--- src/rtl/control_contador_pkg.sv ---
// Shared types and constants for the contador controller.
// Holds the FSM state encoding, the MODO codes and a next-state helper.
package control_contador_pkg;

    typedef enum logic [1:0] {
        S_IDLE = 2'b00,
        S_LOAD = 2'b01,
        S_RUN  = 2'b10,
        S_FIN  = 2'b11
    } state_t;

    localparam logic [1:0] ASC   = 2'b00;
    localparam logic [1:0] DESC  = 2'b01;
    localparam logic [1:0] TRES  = 2'b10;
    localparam logic [1:0] CARGA = 2'b11;

    // State entered right after a command is accepted.
    function automatic state_t accept_next(
        input logic [1:0] modo,
        input logic       len_zero
    );
        if (modo == CARGA) begin
            return S_LOAD;
        end else if (len_zero) begin
            return S_FIN;
        end else begin
            return S_RUN;
        end
    endfunction

endpackage

--- src/rtl/control_contador_sat.sv ---
// Saturating event counter with synchronous clear and increment enable.
// Ports: clk/rst_n, clr_i (clear, wins over inc), inc_i, cnt_o.
module contador_sat #(
    parameter int W = 8
) (
    input  logic         clk,
    input  logic         rst_n,
    input  logic         clr_i,
    input  logic         inc_i,
    output logic [W-1:0] cnt_o
);

    logic [W-1:0] cnt_q;
    logic [W-1:0] cnt_d;

    always_comb begin
        cnt_d = cnt_q;
        if (clr_i) begin
            cnt_d = '0;
        end else if (inc_i && (cnt_q != '1)) begin
            cnt_d = cnt_q + W'(1);
        end
    end

    always_ff @(posedge clk or negedge rst_n) begin
        if (!rst_n) begin
            cnt_q <= '0;
        end else begin
            cnt_q <= cnt_d;
        end
    end

    assign cnt_o = cnt_q;

endmodule

--- src/rtl/control_contador.sv ---
// Command-driven controller for a 4-bit up/down/load contador.
// Ports: CLK, RESET_L, CMD_* handshake, ABORT, RCO in; MODO, D, ENB, BUSY, DONE, RCO_CNT out.
module control_contador
    import control_contador_pkg::*;
#(
    parameter int LEN_W  = 8,
    parameter int RCNT_W = 8
) (
    input  logic              CLK,
    input  logic              RESET_L,
    input  logic              CMD_VALID,
    output logic              CMD_READY,
    input  logic [1:0]        CMD_MODO,
    input  logic [3:0]        CMD_DATO,
    input  logic [LEN_W-1:0]  CMD_LEN,
    input  logic              ABORT,
    input  logic              RCO,
    output logic [1:0]        MODO,
    output logic [3:0]        D,
    output logic              ENB,
    output logic              BUSY,
    output logic              DONE,
    output logic [RCNT_W-1:0] RCO_CNT
);

    state_t            state_q, state_d;
    logic [1:0]        modo_q, modo_d;
    logic [3:0]        dato_q, dato_d;
    logic [LEN_W-1:0]  len_q, len_d;
    // Last values presented to the contador, held while idle.
    logic [1:0]        modo_hold_q, modo_hold_d;
    logic [3:0]        d_hold_q, d_hold_d;
    logic              accept;

    assign accept = CMD_VALID && (state_q == S_IDLE);

    always_comb begin
        state_d     = state_q;
        modo_d      = modo_q;
        dato_d      = dato_q;
        len_d       = len_q;
        modo_hold_d = modo_hold_q;
        d_hold_d    = d_hold_q;
        unique case (state_q)
            S_IDLE: begin
                if (accept) begin
                    modo_d  = CMD_MODO;
                    dato_d  = CMD_DATO;
                    len_d   = CMD_LEN;
                    state_d = accept_next(CMD_MODO, CMD_LEN == '0);
                end
            end
            S_LOAD: begin
                modo_hold_d = CARGA;
                d_hold_d    = dato_q;
                state_d     = S_FIN;
            end
            S_RUN: begin
                modo_hold_d = modo_q;
                // Exit on the last cycle so the count never wraps below 1.
                if (ABORT || (len_q <= LEN_W'(1))) begin
                    state_d = S_FIN;
                end else begin
                    len_d = len_q - LEN_W'(1);
                end
            end
            S_FIN: begin
                state_d = S_IDLE;
            end
            default: begin
                state_d = S_IDLE;
            end
        endcase
    end

    always_ff @(posedge CLK or negedge RESET_L) begin
        if (!RESET_L) begin
            state_q     <= S_IDLE;
            modo_q      <= ASC;
            dato_q      <= '0;
            len_q       <= '0;
            modo_hold_q <= ASC;
            d_hold_q    <= '0;
        end else begin
            state_q     <= state_d;
            modo_q      <= modo_d;
            dato_q      <= dato_d;
            len_q       <= len_d;
            modo_hold_q <= modo_hold_d;
            d_hold_q    <= d_hold_d;
        end
    end

    always_comb begin
        CMD_READY = 1'b0;
        ENB       = 1'b0;
        BUSY      = 1'b1;
        DONE      = 1'b0;
        MODO      = modo_hold_q;
        D         = d_hold_q;
        unique case (state_q)
            S_IDLE: begin
                CMD_READY = 1'b1;
                BUSY      = 1'b0;
            end
            S_LOAD: begin
                ENB  = 1'b1;
                MODO = CARGA;
                D    = dato_q;
            end
            S_RUN: begin
                ENB  = 1'b1;
                MODO = modo_q;
            end
            S_FIN: begin
                DONE = 1'b1;
            end
            default: begin
                BUSY = 1'b0;
            end
        endcase
    end

    contador_sat #(
        .W(RCNT_W)
    ) u_rco_cnt (
        .clk   (CLK),
        .rst_n (RESET_L),
        .clr_i (accept),
        .inc_i ((state_q == S_RUN) && RCO),
        .cnt_o (RCO_CNT)
    );

endmodule

--- config.mk ---
export PLATFORM = sky130hd
export DESIGN_NAME = control_contador
export DESIGN_NICKNAME = d
export VERILOG_FILES = /design/src/rtl/control_contador_pkg.sv /design/src/rtl/control_contador_sat.sv /design/src/rtl/control_contador.sv
export SDC_FILE = /design/constraint.sdc
export NUM_CORES = 1
export LEC_CHECK = 0
export ABC_AREA = 1
export BUFFER_PORTS_ARGS = -buffer_cell sky130_fd_sc_hd__buf_2
export CORE_MARGIN = 3
export CORE_UTILIZATION = 32
export CTS_CLUSTER_DIAMETER = 80
export DETAILED_ROUTE_END_ITERATION = 16
export GPL_ROUTABILITY_DRIVEN = 0
export PLACE_DENSITY_LB_ADDON = 0.25
export SLEW_MARGIN = 20
export SYNTH_ARGS = -nofsm -noshare
export SYNTH_HDL_FRONTEND = slang
export SYNTH_SLANG_ARGS = --single-unit
--- constraint.sdc ---
create_clock -name CLK -period 1.6 [get_ports CLK]
set_input_delay 0 -clock CLK [delete_from_list [all_inputs] [get_ports CLK]]
set_output_delay 0 -clock CLK [all_outputs]
set_load 0.02 [all_outputs]
Word level (Yosys, flattened, before mapping). Cells that the tools add are included.

Output and inout bits: 18. Register bits after elaboration: 30.

Add/sub/neg operators: 2. Reductions and logical operators: 12. Equality and inequality tests: 8. $lt $le $gt $ge: 1. Muxes and demuxes: 16.

Operators by type and width (number): $mux W8 (4); $pmux W8 S2 (1); $add A8 B1 Y8 const B (1); $le A8 B1 Y1 const B (1); $logic_not A8 Y1 (1); $ne A8 B8 Y1 const B (1); $pmux W2 S4 (1); $sub A8 B1 Y8 const B (1); $eq A2 B2 Y1 const B (3); $mux W2 (3); $ne A2 B2 Y1 const B (3); $mux W1 (5); $mux W4 (1); $pmux W2 S2 (1); $reduce_and A2 Y1 (2); $reduce_bool A2 Y1 (2); $logic_and A1 B1 Y1 (3); $reduce_and A3 Y1 (1); $eq A2 B1 Y1 const B (1); $logic_not A2 Y1 (1); $reduce_or A2 Y1 (1); $logic_or A1 B1 Y1 (1).

Depth between registers and ports, before layout.
Depth after elaboration: 5. Gate-level depth with buffers: 11.

By module. From an unflattened synthesis, not the netlist that was laid out.

Cell total of the unflattened synthesis: 244. Area, all modules: 1790.5 µm².

Modules (own cells, without submodules): control_contador (cells each 170, instances 1, area each 1278.7 µm²); contador_sat (cells each 74, instances 1, area each 511.7 µm²).

Worst setup path after synthesis. Ideal clock, no wire load.

Kind: flip-flop to flip-flop. Start point: register state_q[0]. End point: register len_q[2]. Clock period less this slack: 1.602 ns. Setup slack: -0.002 ns. Arrival: 1.528 ns. Data required time: 1.526 ns. Cell stages (with the launch flop): 10. Cells stage by stage: dfrtp_1 > inv_1 > ha_1 > inv_1 > nor2_1 > inv_1 > nand2_2 > buf_6 > nand2_1 > o21ai_2.

Cells in the longest elaborated chain, start to end: 4. Elaborated cells between the ends (all ways): 8. Classes of those cells: eq/ne: 3; mux: 1; reduce/logical: 4.

Ends and longest elaborated chain: start: declaration (RTL line control_contador.sv:26) `state_t state_q, state_d;`; start signal: assignment (RTL line control_contador.sv:85) `state_q <= state_d;`; $logic_not A2 Y1 (RTL line control_contador.sv:35, control_contador.sv:44); $logic_and A1 B1 Y1 (RTL line control_contador.sv:35) `assign accept = CMD_VALID && (state_q == S_IDLE);`; $ne A2 B2 Y1 (no source line); $reduce_and A3 Y1 (no source line); end signal: assignment (RTL line control_contador.sv:88) `len_q <= len_d;`; end: declaration (RTL line control_contador.sv:29) `logic [LEN_W-1:0] len_q, len_d;`.

Parallel ways exist; a longest one is shown, timed or not. A chain may end at the register's enable or synchronous reset.

Worst setup path in the final report.
Start point: register state_q[1]. End point: output port MODO[0].

Cells in the longest elaborated chain, start to end: 2. Elaborated cells between the ends (all ways): 3. Classes of those cells: eq/ne: 2; mux: 1.

Ends and longest elaborated chain: $eq A2 B2 Y1 / $eq A2 B1 Y1 (equally long branches) (RTL line control_contador.sv:101) `unique case (state_q)`; $pmux W2 S2 (*); end: declaration (RTL line control_contador.sv:18) `output logic [1:0] MODO,`.

Every way passes the cells marked *; elsewhere a longest branch is shown, timed or not.

==> flow_summary_export.csv <==
group,metric,value,unit
die,std_cell_rows,26,
place,hpwl,2.96,mm
min_path,hp-class,"in2reg",
detailed_routing,wirelength,3.94,mm
run_status,outcome,"finished clean",
die,core_area,5240,sq um
yosys,synth_cells,233,
final_layout,num-nets-final,316,
worst_setup_path,worstPathArrival,1.50,ns
worst_setup_path,crit_path_start_kind,"flop",
detailed_routing,vias,1590,
die,start_util,33.7,%
detailed_routing,dr.pass1.iters,4,
place,placed_area,2070,sq um
yosys,synth_common_cells,"nand2_1 (82), dfrtp_1 (30), nor2_1 (27)",
final_layout,syn_to_final_growth,29.7,%
die,ios,37,
yosys,synth_async_sr_flop_share,100,%
die,fp.dieW,80.3,um
timing,fmax,667,MHz
timing,tightestPinTransition,0.679,ns
yosys,ys.flop_type,"dfrtp_1",
clock_network,clockBufferDepth,2,
timing,hold_viol,0,
worst_setup_path,crit_buf_inv,3,
clock_network,h-tree-depth,2,
detailed_routing,drt_iter0_drc,67,
place,portBuffers,36,
yosys,synth_edf_count,0,
detailed_routing,routed_via_density,4.42,
global_routing,grt_pass1_vias,1551,
final_layout,n_antenna_cell,0,
worst_setup_path,path_class,"reg2out",
final_layout,num-fill-cells,536,
clock_network,cts_sinks,30,
yosys,synth.most_common_cell,"nand2_1",
yosys,yosys_warnings,0,
global_routing,grt_pass1_wl,6.93,mm
clock_network,clock-root-buffer,"clkbuf_8",
final_layout,final_area,2290,sq um
yosys,yosys.cell_types.count,25,
worst_setup_path,critical-path-top-delay-family,"flip-flops",
timing,maxSlewViolCount,0,
clock_network,clk_transition_reported_paths,0.07,ns
timing,setup_ws,0.0998,ns
yosys,netlist.top_cell.by_area,"dfrtp_1",
die,fp.dieH,80.3,um
final_layout,multiInputGateArea,936,sq um
run,drv_cap,0,
power,power_density,2020,nW/um^2
timing,fin_skew,0.00450,ns
worst_setup_path,max_stage_delay,0.37,ns
yosys,ys_seq_area_share,42.5,%
worst_setup_path,crit_chain,"inv_2, ha_4, inv_1, nor2_1, a21oi_1, buf_4",
timing,period_share,93.8,%
clock_network,cts_buffers,5,
worst_setup_path,end_kind,"output port",
clock_network,clk_latency,0.28,ns
global_routing,antenna_found_initial,0,
final_layout,drive_gt1_share,29.3,%
final_layout,ff_latch_area,751,sq um
detailed_routing,detail-route-antenna-nets,0,
global_routing,grtUsageTotal,13.6,%
timing,finalSetupViolCount,0,
worst_setup_path,path_max_fanout,5,
place,pre_cts_ws,0.0543,ns
power,ir_drop,0.916,mV
die,die_area,6450,sq um
yosys,synth_area_leaders,"dfrtp_1 (42%), nand2_1 (17%), nor2_1 (5.7%)",
global_routing,grt_max_degree,31,
power,report.power.total,0.00464,W
yosys,synth_nets,260,
yosys,ys_ff_latch,30,
yosys,synth_top_area_share,42.5,%
detailed_routing,wire_per_inst,11.0,um
detailed_routing,drcViolationCount,0,
yosys,syn_avg_cell_area,7.58,sq um
timing,max_slew_margin,54.7,%
power,p_leak,1.25,nW
worst_setup_path,required,1.60,ns
yosys,syn-cell-area,1770,sq um
worst_setup_path,slowest_stage,"dfrtp_1",
clock_network,cts_tree,"done",
timing,period_minus_slack,1.50,ns
global_routing,overflow,0,
final_layout,final_util,43.8,%
per-stage QoR:
| step | TNS (ns) | instances | hold slack [ns] |
|---|---|---|---|
| floorplan | 0 | 233 | -0.296 |
| global placement | 0 | 344 | 0.0861 |
| detailed placement | 0 | 344 | 0.0854 |
| CTS | 0 | 358 | 0.00103 |
| global route | -0.00716 | 360 | 0.00517 |
| finish | 0 | 360 | 0.00582 |
metal layers:
metal / share of wire, % / track usage [%] / up-vias
met5: 0 / 0 / -
met4: 1.6 / 5.57 / 0
met3: 6.1 / 3.81 / 5
met2: 45 / 21.4 / 34
met1: 47 / 17.5 / 712
li1: - / - / 839
layout make-up:
cell class | instances | share of cell area [%]
clock inverters | 2 | 0.546
well taps | 70 | 3.82
repair buffers | 52 | 14.0
flip-flops and latches | 30 | 32.8
inverters | 26 | 4.48
clock buffers | 6 | 3.60
multi-input cells | 174 | 40.8
final timing paths:
check | from | to | slack [ns] | depth (start not counted)
worst max-delay path | state_q[1] | MODO[0] | 0.1 | 6
worst min-delay path | CMD_MODO[1] | modo_q[1] | 0.006 | 3
worst max register to register | len_q[1] | len_q[2] | 0.14 | 10
worst min register to register | dato_q[3] | dato_q[3] | 0.48 | 2
max in group asynchronous | RESET_L | u_rco_cnt.cnt_o[5] | 0.88 | 2
min in group asynchronous | RESET_L | d_hold_q[2] | 0.28 | 2
kinds of logic (layout without fill, tap and decap cells):
group | Yosys count | count (layout) | synth area share, %
muxes | 4 | 4 | 2.55
DFF | 30 | 30 | 42.5
AOI/OAI and AO/OA | 24 | 24 | 8.07
xor gates and xnor gates | 4 | 4 | 1.98
adders and majority gates | 8 | 8 | 5.67
buffers and inverters | 29 | 86 | 7.29
and+or+nand+nor | 134 | 134 | 31.9
power by group:
part	internal, W	switching [W]
Sequential	0.00109	0.000222
Clock	0.000345	0.000294
Combinational	0.00106	0.00163
Total	0.00249	0.00214
cell usage in the layout, fill, tap and decap left out:
cell and count:
nor3_4 1, a21oi_2 2, o21ai_1 1, nor2_1 26, o21bai_1 1, clkinv_4 1
a31oi_1 1, nand4_1 3, ha_2 2, ha_4 3, o21ai_0 11, clkinvlp_4 1
inv_2 6, a21oi_1 3, nand2_2 7, o21a_1 1, o22ai_1 1, nor2_2 1
dfrtp_1 30, clkbuf_8 6, ha_1 3, nand2_1 82, o21ai_2 3, inv_1 19
xor2_1 4, clkinv_2 1, buf_4 12, buf_2 34, mux2_2 4, dlygate4sd3_1 6
nand2_4 1, nand3_1 13
registers in the layout, summed over array words and instances, names as in the netlist:
name / count
u_rco_cnt.cnt_o: 8
modo_hold_q: 2
d_hold_q: 4
modo_q: 2
dato_q: 4
len_q: 8
state_q: 2
tightest hold or removal path: stages:
cell and delay (ns):
buf_2 0.09, inv_1 0.05, o21ai_0 0.09
timing repair:
action	CTS	global route
endpoints found under the hold margin	35	0
gates resized for setup	7	5
pin swaps	0	0
setup endpoints to repair	6	10
buffers inserted	0	2
hold buffers	6	0
Note: power is estimated with default switching activity, not from simulation.
